### src/rtl/pipe_ctrl_if.sv
// Handshake bundle between the Y86-64 pipeline datapath and its control unit.
// The datapath side is the master; the control unit is the slave.
interface pipe_ctrl_if #(parameter int CNT_W = 32);
    logic [3:0]       D_icode;
    logic [3:0]       d_srcA;
    logic [3:0]       d_srcB;
    logic [3:0]       E_icode;
    logic [3:0]       E_dstM;
    logic             e_cnd;
    logic             e_zf;
    logic             e_sf;
    logic             e_of;
    logic [3:0]       M_icode;
    logic [3:0]       m_stat;
    logic [3:0]       W_stat;
    logic             F_stall;
    logic             D_stall;
    logic             W_stall;
    logic             D_bubble;
    logic             E_bubble;
    logic             M_bubble;
    logic             cc_zf;
    logic             cc_sf;
    logic             cc_of;
    logic             halted;
    logic [CNT_W-1:0] stall_cnt;
    logic [CNT_W-1:0] bubble_cnt;
    logic [CNT_W-1:0] mispred_cnt;

    modport master (
        output D_icode, d_srcA, d_srcB, E_icode, E_dstM, e_cnd, e_zf, e_sf, e_of,
               M_icode, m_stat, W_stat,
        input  F_stall, D_stall, W_stall, D_bubble, E_bubble, M_bubble,
               cc_zf, cc_sf, cc_of, halted, stall_cnt, bubble_cnt, mispred_cnt
    );

    modport slave (
        input  D_icode, d_srcA, d_srcB, E_icode, E_dstM, e_cnd, e_zf, e_sf, e_of,
               M_icode, m_stat, W_stat,
        output F_stall, D_stall, W_stall, D_bubble, E_bubble, M_bubble,
               cc_zf, cc_sf, cc_of, halted, stall_cnt, bubble_cnt, mispred_cnt
    );
endinterface

### src/rtl/pipe_ctrl.sv
// Y86-64 pipeline control: hazard stall/bubble generation, condition-code register,
// halt/exception shutdown sequencing and saturating performance counters.
module pipe_ctrl #(
    parameter int CNT_W = 32
) (
    input  logic      clk,
    input  logic      rst_n,
    pipe_ctrl_if.slave bus
);

    typedef enum logic [0:0] {
        ST_RUN    = 1'b0,
        ST_HALTED = 1'b1
    } state_t;

    localparam logic [3:0] I_CMOVXX = 4'h2;
    localparam logic [3:0] I_MRMOVQ = 4'h5;
    localparam logic [3:0] I_OPQ    = 4'h6;
    localparam logic [3:0] I_JXX    = 4'h7;
    localparam logic [3:0] I_RET    = 4'h9;
    localparam logic [3:0] I_POPQ   = 4'hB;
    localparam logic [3:0] R_NONE   = 4'hF;
    localparam logic [3:0] S_AOK    = 4'h1;

    state_t           state_r;
    logic [2:0]       cc_r;
    logic             halted_r;
    logic [CNT_W-1:0] stall_cnt_r;
    logic [CNT_W-1:0] bubble_cnt_r;
    logic [CNT_W-1:0] mispred_cnt_r;

    logic lu_s, ret_s, mp_s, set_cc_s;
    logic f_stall_s, d_stall_s, w_stall_s, d_bubble_s, e_bubble_s, m_bubble_s;

    function automatic logic exc_f(input logic [3:0] stat);
        return stat != S_AOK;
    endfunction

    function automatic logic [CNT_W-1:0] sat_inc_f(input logic [CNT_W-1:0] val, input logic en);
        logic [CNT_W-1:0] res;
        if (en && (val != {CNT_W{1'b1}})) begin
            res = val + {{(CNT_W-1){1'b0}}, 1'b1};
        end else begin
            res = val;
        end
        return res;
    endfunction

    // Hazard detection terms evaluated on the current stage contents.
    always_comb begin
        lu_s     = ((bus.E_icode == I_MRMOVQ) || (bus.E_icode == I_POPQ)) &&
                   (bus.E_dstM != R_NONE) &&
                   ((bus.E_dstM == bus.d_srcA) || (bus.E_dstM == bus.d_srcB));
        ret_s    = (bus.D_icode == I_RET) || (bus.E_icode == I_RET) || (bus.M_icode == I_RET);
        mp_s     = (bus.E_icode == I_JXX) && !bus.e_cnd;
        set_cc_s = (state_r == ST_RUN) && (bus.E_icode == I_OPQ) &&
                   !exc_f(bus.m_stat) && !exc_f(bus.W_stat);
    end

    // Pipeline-register controls; forced quiet while reset is asserted.
    always_comb begin
        f_stall_s  = 1'b0;
        d_stall_s  = 1'b0;
        w_stall_s  = 1'b0;
        d_bubble_s = 1'b0;
        e_bubble_s = 1'b0;
        m_bubble_s = 1'b0;
        if (!rst_n) begin
            f_stall_s  = 1'b0;
            d_bubble_s = 1'b0;
        end else begin
            case (state_r)
                ST_RUN: begin
                    f_stall_s  = lu_s || ret_s;
                    d_stall_s  = lu_s;
                    // A bubble overrides a concurrent decode stall when both are raised.
                    d_bubble_s = mp_s || (!lu_s && ret_s);
                    e_bubble_s = mp_s || lu_s;
                    m_bubble_s = exc_f(bus.m_stat) || exc_f(bus.W_stat);
                    w_stall_s  = exc_f(bus.W_stat);
                end
                ST_HALTED: begin
                    f_stall_s  = 1'b1;
                    d_stall_s  = 1'b1;
                    w_stall_s  = 1'b1;
                    e_bubble_s = 1'b1;
                    m_bubble_s = 1'b1;
                end
                default: begin
                    f_stall_s  = 1'b1;
                    d_stall_s  = 1'b1;
                    w_stall_s  = 1'b1;
                    e_bubble_s = 1'b1;
                    m_bubble_s = 1'b1;
                end
            endcase
        end
    end

    // Run/halt sequencing, condition codes and performance counters.
    always_ff @(posedge clk) begin
        if (!rst_n) begin
            state_r       <= ST_RUN;
            cc_r          <= 3'b100;
            halted_r      <= 1'b0;
            stall_cnt_r   <= {CNT_W{1'b0}};
            bubble_cnt_r  <= {CNT_W{1'b0}};
            mispred_cnt_r <= {CNT_W{1'b0}};
        end else begin
            case (state_r)
                ST_RUN: begin
                    if (set_cc_s) begin
                        cc_r <= {bus.e_zf, bus.e_sf, bus.e_of};
                    end
                    stall_cnt_r   <= sat_inc_f(stall_cnt_r, f_stall_s);
                    bubble_cnt_r  <= sat_inc_f(bubble_cnt_r, d_bubble_s || e_bubble_s);
                    mispred_cnt_r <= sat_inc_f(mispred_cnt_r, mp_s);
                    if (exc_f(bus.W_stat)) begin
                        state_r  <= ST_HALTED;
                        halted_r <= 1'b1;
                    end
                end
                ST_HALTED: begin
                    halted_r <= 1'b1;
                end
                default: begin
                    state_r  <= ST_HALTED;
                    halted_r <= 1'b1;
                end
            endcase
        end
    end

    assign bus.F_stall     = f_stall_s;
    assign bus.D_stall     = d_stall_s;
    assign bus.W_stall     = w_stall_s;
    assign bus.D_bubble    = d_bubble_s;
    assign bus.E_bubble    = e_bubble_s;
    assign bus.M_bubble    = m_bubble_s;
    assign bus.cc_zf       = cc_r[2];
    assign bus.cc_sf       = cc_r[1];
    assign bus.cc_of       = cc_r[0];
    assign bus.halted      = halted_r;
    assign bus.stall_cnt   = stall_cnt_r;
    assign bus.bubble_cnt  = bubble_cnt_r;
    assign bus.mispred_cnt = mispred_cnt_r;

endmodule

### src/flat_wrapper.sv
// flat-port wrapper written by rule: the top's interface ports become plain ports
module pipe_ctrl_flat 
#(
    parameter int CNT_W = 32
)
  (clk, rst_n, bus_D_icode, bus_d_srcA, bus_d_srcB, bus_E_icode, bus_E_dstM, bus_e_cnd, bus_e_zf, bus_e_sf, bus_e_of, bus_M_icode, bus_m_stat, bus_W_stat, bus_F_stall, bus_D_stall, bus_W_stall, bus_D_bubble, bus_E_bubble, bus_M_bubble, bus_cc_zf, bus_cc_sf, bus_cc_of, bus_halted, bus_stall_cnt, bus_bubble_cnt, bus_mispred_cnt);
  pipe_ctrl_if #(.CNT_W(CNT_W)) bus_i ();
  input  logic clk;
  input  logic rst_n;
  input wire logic [$bits(bus_i.D_icode)-1:0] bus_D_icode;
  input wire logic [$bits(bus_i.d_srcA)-1:0] bus_d_srcA;
  input wire logic [$bits(bus_i.d_srcB)-1:0] bus_d_srcB;
  input wire logic [$bits(bus_i.E_icode)-1:0] bus_E_icode;
  input wire logic [$bits(bus_i.E_dstM)-1:0] bus_E_dstM;
  input wire logic [$bits(bus_i.e_cnd)-1:0] bus_e_cnd;
  input wire logic [$bits(bus_i.e_zf)-1:0] bus_e_zf;
  input wire logic [$bits(bus_i.e_sf)-1:0] bus_e_sf;
  input wire logic [$bits(bus_i.e_of)-1:0] bus_e_of;
  input wire logic [$bits(bus_i.M_icode)-1:0] bus_M_icode;
  input wire logic [$bits(bus_i.m_stat)-1:0] bus_m_stat;
  input wire logic [$bits(bus_i.W_stat)-1:0] bus_W_stat;
  output wire logic [$bits(bus_i.F_stall)-1:0] bus_F_stall;
  output wire logic [$bits(bus_i.D_stall)-1:0] bus_D_stall;
  output wire logic [$bits(bus_i.W_stall)-1:0] bus_W_stall;
  output wire logic [$bits(bus_i.D_bubble)-1:0] bus_D_bubble;
  output wire logic [$bits(bus_i.E_bubble)-1:0] bus_E_bubble;
  output wire logic [$bits(bus_i.M_bubble)-1:0] bus_M_bubble;
  output wire logic [$bits(bus_i.cc_zf)-1:0] bus_cc_zf;
  output wire logic [$bits(bus_i.cc_sf)-1:0] bus_cc_sf;
  output wire logic [$bits(bus_i.cc_of)-1:0] bus_cc_of;
  output wire logic [$bits(bus_i.halted)-1:0] bus_halted;
  output wire logic [$bits(bus_i.stall_cnt)-1:0] bus_stall_cnt;
  output wire logic [$bits(bus_i.bubble_cnt)-1:0] bus_bubble_cnt;
  output wire logic [$bits(bus_i.mispred_cnt)-1:0] bus_mispred_cnt;
  assign bus_i.D_icode = bus_D_icode;
  assign bus_i.d_srcA = bus_d_srcA;
  assign bus_i.d_srcB = bus_d_srcB;
  assign bus_i.E_icode = bus_E_icode;
  assign bus_i.E_dstM = bus_E_dstM;
  assign bus_i.e_cnd = bus_e_cnd;
  assign bus_i.e_zf = bus_e_zf;
  assign bus_i.e_sf = bus_e_sf;
  assign bus_i.e_of = bus_e_of;
  assign bus_i.M_icode = bus_M_icode;
  assign bus_i.m_stat = bus_m_stat;
  assign bus_i.W_stat = bus_W_stat;
  assign bus_F_stall = bus_i.F_stall;
  assign bus_D_stall = bus_i.D_stall;
  assign bus_W_stall = bus_i.W_stall;
  assign bus_D_bubble = bus_i.D_bubble;
  assign bus_E_bubble = bus_i.E_bubble;
  assign bus_M_bubble = bus_i.M_bubble;
  assign bus_cc_zf = bus_i.cc_zf;
  assign bus_cc_sf = bus_i.cc_sf;
  assign bus_cc_of = bus_i.cc_of;
  assign bus_halted = bus_i.halted;
  assign bus_stall_cnt = bus_i.stall_cnt;
  assign bus_bubble_cnt = bus_i.bubble_cnt;
  assign bus_mispred_cnt = bus_i.mispred_cnt;
  pipe_ctrl #(.CNT_W(CNT_W)) u_core (.clk(clk), .rst_n(rst_n), .bus(bus_i));
endmodule
### config.mk
export PLATFORM = sky130hd
export DESIGN_NAME = pipe_ctrl_flat
export DESIGN_NICKNAME = d
export VERILOG_FILES = /design/src/rtl/pipe_ctrl_if.sv /design/src/rtl/pipe_ctrl.sv /design/src/flat_wrapper.sv
export SDC_FILE = /design/constraint.sdc
export NUM_CORES = 1
export LEC_CHECK = 0
export CAP_MARGIN = 20
export CORE_MARGIN = 1
export CORE_UTILIZATION = 49
export CTS_CLUSTER_SIZE = 24
export DETAILED_ROUTE_END_ITERATION = 6
export GPL_ROUTABILITY_DRIVEN = 0
export HOLD_SLACK_MARGIN = 0.12
export PLACE_DENSITY_LB_ADDON = 0.3
export SLEW_MARGIN = 0
export SYNTH_ARGS = -nofsm -noshare
export SYNTH_HDL_FRONTEND = slang
export SYNTH_SLANG_ARGS = --single-unit
### constraint.sdc
create_clock -name clk -period 2.6 [get_ports clk]
set_clock_uncertainty 0.1 [all_clocks]
set_input_delay 0.26 -clock clk [delete_from_list [all_inputs] [get_ports clk]]
set_output_delay 0.26 -clock clk [all_outputs]
set_load 0.01 [all_outputs]
======== After elaboration in Yosys (flattened, before gate mapping) ========
Cells that the tools add are included.
W data, S select, Z words.
word-level totals
  output and inout port bits .............. 106
  register bits after elaboration ......... 101
  logic and storage cells ................. 69
  input port bits ......................... 38
operators by class
  bitwise gates (word level) .............. 1
  equal/unequal tests ..................... 16
  muxes and demuxes ....................... 16
  add/sub/neg operators ................... 3
  reductions and logical operators ........ 27
operator list
  cell                     count
  $add A32 B1 Y32 const B  3
  $ne A32 B32 Y1 const B   3
  $eq A4 B4 Y1 const B     4
  $eq A4 B3 Y1 const B     3
  $pmux W1 S2              6
  $logic_and A1 B1 Y1      10
  $mux W1                  10
  $logic_or A1 B1 Y1       9
  $eq A4 B4 Y1             2
  $ne A4 B1 Y1 const B     2
  $reduce_and A2 Y1        4
  $logic_not A1 Y1         4
  $ne A4 B4 Y1 const B     1
  $ne A2 B2 Y1 const B     1
  $not A1 Y1               1

======== Depth between registers and ports, before layout ========
Gate-level depths: netlist of run 1.
  depth after elaboration ................. 12
  mapped depth ............................ 9
  depth with buffers taken out ............ 7

======== Least setup slack after synthesis of run 1 ========
No wires, ideal clock.
  kind .................................... reg2reg
  from .................................... register u_core.mispred_cnt_r[19], in the netlist u_core.bus.mispred_cnt[19]
  to ...................................... register u_core.mispred_cnt_r[8], in the netlist u_core.bus.mispred_cnt[8]
  library setup time ...................... 0.128 ns
  required time ........................... 2.372 ns
  path buffers ............................ 1
  period minus slack after synthesis ...... 2.214 ns
  cell stages (with the launch flop) ...... 8
  arrival ................................. 1.987 ns
  path slack .............................. 0.386 ns
  cells stage by stage .................... dfxtp_1 nand4_1 or4_1 buf_2 o311a_1 and3_1 xnor2_1 nor2_1
on the way
  longest elaborated chain between the ends .. 3
RTL lines
  item                                line              text
  start: declaration                  pipe_ctrl.sv:30   logic [CNT_W-1:0] mispred_cnt_r;
  start signal: assignment            pipe_ctrl.sv:108  mispred_cnt_r <= {CNT_W{1'b0}};
  start signal: assignment            pipe_ctrl.sv:117  mispred_cnt_r <= sat_inc_f(mispred_cnt_r, mp_s);
  $ne A32 B32 Y1                      pipe_ctrl.sv:41   if (en && (val != {CNT_W{1'b1}})) begin
  $logic_and A1 B1 Y1                 pipe_ctrl.sv:41
  $reduce_and A2 Y1 (no source line)  --
No other way between the ends.
A chain may end at the register's enable or synchronous reset.

======== Worst setup path in the final report of run 1 ========
  from .................................... register u_core.state_r
  to ...................................... output bus_M_bubble
on the way
  longest elaborated chain between the ends .. 3
RTL lines
  item                      line                text
  start: declaration        pipe_ctrl.sv:25     state_t state_r;
  start signal: assignment  pipe_ctrl.sv:103    state_r <= ST_RUN;
  start signal: assignment  pipe_ctrl.sv:119    state_r <= ST_HALTED;
  start signal: assignment  pipe_ctrl.sv:127    state_r <= ST_HALTED;
  $not A1 Y1                pipe_ctrl.sv:72     case (state_r)
  $pmux W1 S2 (*)           pipe_ctrl.sv:72
  $mux W1 (*)               pipe_ctrl.sv:68     if (!rst_n) begin
  end: declaration          flat_wrapper.sv:27  output wire logic [$bits(bus_i.M_bubble)-1:0] bus_M_bubble;
Mark *: on every way between the ends. The rest lies on a longest branch, timed or not.

==> reports/qor.yml, run 1 <==
firstDrtPassIters: 5
cp_cell_sequence: "or4_4 -> nor4_4 -> nor2_1 -> clkdlybuf4s50_1"
syn-instance-count: 659
synth-edff-count: 0
combPwrFrac: 0.097
internal-power_uw: 2030
grt_max_degree: 42
endpoint: "bus_M_bubble"
ant_nets: 0
die_area_sq_um: 11700
antenna_found_initial: 1
die_width_um: 108
syn_area_per_cell_sq_um: 8.35
cts_buffers: 9
synthSimpleGateAreaFrac: 0.363
finalSetupViolCount: 0
path_depth: 4
synth_top_area_frac: 0.367
fin_area_sq_um: 7470
drt_iter0_markers: 321
fmax_mhz: 408
synth_warnings: 0
critPathTopFamily: "simple AND/OR/NAND/NOR gates"
synth_top_family_by_area: "simple AND/OR/NAND/NOR gates"
cp_slowest_stage_delay_ns: 0.56
remaining_drc_errors: 0
cts_tree: "built"
clock-sinks: 101
final_nets: 856
grt_pass1_wl_um: 25900
synthArstFlopShare: 0
fin_crit_sh: 0.943
synth_mux_area_frac: 0.0436
cts_setup_buffers: 0
status: "complete, no violations"
synth_common_cells: "dfxtp_1 (101), nand2_1 (55), nor2_1 (47)"
syn_to_final_growth_pct: 35.7
power-per-cell-area_nw_per_um2: 366
avgRoutedWirePerCell_um: 16.8
clockPowerShare: 0.334
reg2reg_slack_ns: 0.22
yosysSeqAreaShare: 0.367
cellLeakagePower_uw: 0.00245
grt_pass1_vias: 5492
vias: 5825
critPathBufInv: 1
rr_startpoint: "u_core.bus.stall_cnt[18]$_SDFFE_PN0P_"
yosysTopAreaCell: "dfxtp_1"
crit_start: "u_core.state_r$_SDFF_PN0_"
die_h_um: 108
synthAdderAreaFrac: 0.00682
r2r_cells: 7
cts.clk_slew.worst_paths_ns: 0.09
hold_slack_ns: 0.194
total_power_uw: 2740
maxSlewHeadroom: 0.637
post-place-ws_ns: -0.124
worst_slack_ns: 0.149
root_buffer: "clkbuf_8"
peakVddDrop_v: 0.000355
seq_power_share: 0.569
p_switching_uw: 710
maxCapViolCount: 0
min_period_ns: 2.45
final_layout_size_suffix_gt1_frac: 0.0939
placed_area_sq_um: 7260
tightest_slew_ns: 0.538
cts_max_level: 3
arrival_ns: 2.09
switching_share: 0.259
grt.overflow.total: 0
insertion_delay_ns: 0.38
start_util: 0.506
wl_um: 16200
synth.most_common_cell: "dfxtp_1"
avgViaCountPerCell: 6.06
slew_viol_final: 0
ys_top_cells_by_area: "dfxtp_1 (37%), or4_1 (4.9%), o31ai_1 (4.6%), nand4_1 (4.5%), mux2i_1 (4.4%)"
slowest_stage: "or4_4"
cts.path.max_buffers: 2
synth_nets: 700
synth-seq-cells: 101
grt_use_total: 0.278
rsz0062_at_grt: "no"
hold_path_class: "input port to register"
coreArea_sq_um: 10900
synth-compound-area-share: 0.135
pin_count: 144
synth_xor_area_frac: 0.0461
num_rows: 38
crit_type: "register to output pin"
dpl.hpwl_um: 11700
cts_hold_repair.buffers: 0
finalHoldViolCount: 0
port_buffers: 143
ys.flop_type: "dfxtp_1"
worstSetupEndpointType: "output pin"
start_kind: "register"
required_ns: 2.24
synth_cell_types: 57
syn_area_sq_um: 5510
critPathMaxFanout: 3
rr_endpoint: "u_core.bus.stall_cnt[16]$_SDFFE_PN0P_"
-- per-layer routing --
layer | routed length (um) | track usage | part of all wire
met4 | 430 | 0.126 | 0.027
met3 | 902 | 0.0476 | 0.056
met5 | 0 | 0 | 0
met2 | 7950 | 0.473 | 0.49
met1 | 6900 | 0.342 | 0.43
-- area by class of cell --
class,instances,area (sq um)
timing repair buffer,181,1760
fill,918,3420
clock buffer,11,131
tap,140,175
antenna,1,2.50
inverter,12,45.0
clock inverter,5,37.5
sequential,101,2020
multi-input combinational,510,3300
-- state kept, by name, summed over array words and instances (netlist names) --
name                    flops
u_core.bus.stall_cnt       32
u_core.state_r              1
u_core.bus.mispred_cnt     32
u_core.bus.bubble_cnt      32
u_core.cc_r                 3
u_core.bus.halted           1
-- worst reg2reg max path, delay by kind of cell, from the launching register on --
family | cells | cell delay, ns
AND/OR/NAND/NOR | 4 | 1.29
flip-flops | 1 | 0.43
AO/OA/AOI/OAI | 2 | 0.26
buffers and inverters | 1 | 0.24
-- cell families (layout without fill, tap and decap cells) --
family                   count (synthesis)  after routing
AND/OR/NAND/NOR                        338            338
buffers and inverters                   48            209
flip-flops                             101            101
AO/OA/AOI/OAI                          116            116
adder cells (fa/ha/maj)                  3              3
XOR/XNOR                                29             29
multiplexers                            24             24
other                                    0              1
-- power by group through the flow --
stage	clock network, uW	logic (uW)	registers (uW)
2_1_floorplan	0	116	1590
3_3_place_gp	0	254	1590
3_5_place_dp	0	262	1590
4_1_cts	935	262	1560
5_1_grt	1000	284	1560
6_report	914	267	1560
-- per-stage QoR --
step / util / std cells / TNS, ns
4_1_cts: 0.683 / 960 / 0
6_report: 0.686 / 961 / 0
3_5_place_dp: 0.667 / 944 / -1.33
5_1_grt: 0.686 / 961 / 0
3_3_place_gp: 0.667 / 944 / -0.210
2_1_floorplan: - / 659 / 0
-- worst min path at each step --
stage / start / slack [ns] / depth (start not counted) / to
after detailed placement: u_core.cc_r[2]$_SDFFE_PN1P_ / 0.36 / 2 / u_core.cc_r[2]$_SDFFE_PN1P_
after global routing: rst_n / 0.18 / 3 / u_core.cc_r[2]$_SDFFE_PN1P_
after CTS: rst_n / 0.18 / 3 / u_core.cc_r[2]$_SDFFE_PN1P_
final: rst_n / 0.19 / 3 / u_core.cc_r[2]$_SDFFE_PN1P_
after global placement: u_core.bus.halted$_SDFFE_PN0N_ / 0.35 / 2 / u_core.bus.halted$_SDFFE_PN0N_
after floorplan: bus_e_zf / 0.29 / 2 / u_core.cc_r[2]$_SDFFE_PN1P_
-- timing repair --
| action | 4_1_cts | 5_1_grt |
|---|---|---|
| gates resized for setup | 2 | 8 |
| setup endpoints to repair | 2 | 7 |
| pin swaps | 0 | 0 |
-- cell usage in the layout (no fill, tap or decap), types with 3 or more instances in the layout --
cell type,netlist,final
clkdlybuf4s50_1,0,138
dfxtp_1,101,101
nand2_1,55,54
nor2_1,47,47
a21oi_1,45,45
nand4_1,40,40
nand3_1,37,37
or4_1,36,35
buf_4,4,35
o31ai_1,34,34
mux2i_1,24,24
xor2_1,22,22
nand2b_1,18,18
or3_1,15,15
and3_1,13,13
nor4_1,14,13
inv_1,12,11
and4_1,12,11
o21ai_0,10,10
nor3_1,10,10
clkbuf_8,0,9
and2_1,7,7
xnor2_1,7,7
o21ai_1,6,6
o211ai_1,5,5
nor3b_1,5,5
o21a_1,4,4
nor3_2,3,3
nor4_4,2,3
nand3b_1,3,3
ha_1,3,3
dlymetal6s2s_1,0,3
buf_12,0,3
No activity file was read; power rests on OpenSTA's default activity.
==> run 2: changes to the inputs <==
--- a/config.mk
+++ b/config.mk
@@ -6,7 +6,7 @@
 export NUM_CORES = 1
 export LEC_CHECK = 0
 export CAP_MARGIN = 20
-export CORE_MARGIN = 1
+export CORE_MARGIN = 2
 export CORE_UTILIZATION = 49
 export CTS_CLUSTER_SIZE = 24
 export DETAILED_ROUTE_END_ITERATION = 6
==> reports/qor.yml, run 2 (synthesized netlist as in run 1, its figures left out) <==
most-common-layout-cells: "clkdlybuf4s50_1 (137), dfxtp_1 (101), nand2_1 (54)"
p_switching_uw: 702  # -1.1%
use_met1: 0.345  # +0.00320
wl_um: 16300  # +0.70%
finalHoldViolCount: 0  # unchanged
coreArea_sq_um: 10900  # unchanged
finalSetupViolCount: 0  # unchanged
final_layout_size_suffix_gt1_frac: 0.0948  # +0.000873
drt_iter0_markers: 411  # +28%
grt_max_degree: 52  # +24%
min_period_ns: 2.51  # +0.0629 ns
start_kind: "register"
power-per-cell-area_nw_per_um2: 384  # +4.9%
port_buffers: 143  # unchanged
hold_path_class: "input port to register"
cts_setup_buffers: 0  # unchanged
maxSlewHeadroom: 0.615  # -0.0217
combPwrFrac: 0.093  # -0.004
hold_slack_ns: 0.209  # +0.0144 ns
clock-sinks: 101  # unchanged
worstSetupEndpointType: "output pin"
cts.clk_slew.worst_paths_ns: 0.09  # about the same
insertion_delay_ns: 0.37  # about the same
grt_pass1_wl_um: 26600  # +2.7%
required_ns: 2.24  # about the same
fmax_mhz: 398  # -2.5%
finalCoreUtilization: 0.688  # +0.00207
grt_util_met2: 0.474  # +0.000988
die_width_um: 110  # +1.9%
cts_tree: "built"
seq_power_share: 0.541  # -0.028
pin_count: 144  # unchanged
clockPowerShare: 0.366  # +0.032
final_nets: 859  # +0.35%
slowest_stage: "or4_1"
start_util: 0.506  # unchanged
num_rows: 38  # unchanged
n_fill_cell: 878  # -4.4%
antenna_found_initial: 0  # -1
grt_use_total: 0.276  # -0.00227
use_met3: 0.0406  # -0.00705
root_buffer: "clkbuf_8"
vias: 5873  # +0.82%
die_area_sq_um: 12100  # +3.7%
remaining_drc_errors: 0  # unchanged
grt.overflow.total: 0  # unchanged
ant_nets: 0  # unchanged
dpl.hpwl_um: 12000  # +2.5%
insertedDiodeCount: 0  # -1
layout.cells.non_filler: 963  # +0.21%
cp_slowest_stage_delay_ns: 0.59  # +0.03 ns
status: "complete, no violations"
cts_max_level: 3  # unchanged
slew_viol_final: 0  # unchanged
arrival_ns: 2.15  # +0.06 ns
cts_buffers: 9  # unchanged
die_h_um: 110  # +1.9%
maxCapViolCount: 0  # unchanged
grt_pass1_vias: 5522  # +0.55%
cts.path.max_buffers: 2  # unchanged
internal-power_uw: 2180  # +7.4%
dp_cells: 948  # +0.42%
fin_tns_setup_ns: 0  # unchanged
rsz0062_at_grt: "no"
fin_crit_sh: 0.967  # +0.0242
cellLeakagePower_uw: 0.00246  # +0.25%
critPathMaxFanout: 5  # +2
total_power_uw: 2880  # +5.2%
cp_cell_sequence: "or4_1 -> nor4_2 -> nor2_1 -> clkdlybuf4s50_1"
firstDrtPassIters: 5  # unchanged
syn_to_final_growth_pct: 36.1
final_common_cell: "clkdlybuf4s50_1"
switching_share: 0.244  # -0.0155
crit_type: "register to output pin"
avgViaCountPerCell: 6.10  # +0.61%
avgRoutedWirePerCell_um: 16.9  # +0.50%
tightest_slew_ns: 0.577  # +0.0389 ns
grt.busiest_layer: "met2"
peakVddDrop_v: 0.000324  # -8.6%
## run 2: cell types whose count changed in the layout (fill, tap and decap cells not counted), moves of 2 or more
cell / previous run / this run
buf_12: 3 / 1
buf_4: 35 / 39
clkbuf_8: 9 / 11
clkinvlp_4: 2 / 0
dlygate4sd2_1: 1 / 3
dlymetal6s2s_1: 3 / 1
## run 2: cell type report
| type | instances | area (sq um) | area share |
|---|---|---|---|
| Timing Repair Buffer | 184 | 1770 | 0.236 |
| Clock inverter | 3 | 43.8 | 0.00584 |
| Inverter | 12 | 45.0 | 0.00601 |
| Clock buffer | 13 | 159 | 0.0212 |
| Multi-Input combinational cell | 510 | 3280 | 0.438 |
| Tap cell | 140 | 175 | 0.0234 |
| Sequential cell | 101 | 2020 | 0.270 |
## run 2: worst max-delay path: cells and delay by family (launching register included)
| kind | cells | cell delay [ns] |
|---|---|---|
| and+or+nand+nor | 3 | 0.94 |
| buffers and inverters | 1 | 0.48 |
| DFF | 1 | 0.37 |
## run 2: path summary, 6_finish.rpt
| kind | startpoint | end | slack (ns) | cells past startpoint |
|---|---|---|---|---|
| worst max-delay path | u_core.state_r$_SDFF_PN0_ | bus_M_bubble | 0.09 | 4 |
| worst min-delay path | rst_n | u_core.cc_r[2]$_SDFFE_PN1P_ | 0.21 | 3 |
| worst max register to register | u_core.bus.mispred_cnt[24]$_SDFFE_PN0P_ | u_core.bus.mispred_cnt[8]$_SDFFE_PN0P_ | 0.19 | 6 |
| worst min register to register | u_core.cc_r[2]$_SDFFE_PN1P_ | u_core.cc_r[2]$_SDFFE_PN1P_ | 0.38 | 2 |
## run 2: per-stage QoR
stage | setup WS, ns | instance area (sq um)
2_1_floorplan | 0.386 | 5510
3_3_place_gp | -0.298 | 7260
3_5_place_dp | -0.237 | 7290
4_1_cts | 0.0400 | 7490
5_1_grt | 0.00952 | 7490
6_report | 0.0865 | 7490
## run 2: what timing repair did
| item | CTS | global route |
|---|---|---|
| setup endpoints to repair | 5 | 5 |
| hold buffers | 0 | 0 |
| gates resized for setup | 5 | 4 |
| pin swaps | 0 | 1 |
## run 2: power groups by stage
stage                     registers, uW  logic, uW  clock network (uW)
after detailed placement           1590        266                   0
after global placement             1590        249                   0
final                              1560        267                1050
after global routing               1560        286                1130
after floorplan                    1590        116                   0
after CTS                          1560        264                1070
## run 2: routing by layer
metal	up-vias	routed length, um
met1	2779	6760
met4	0	369
met5	-	0
met2	252	8150
met3	42	1010
li1	2800	-
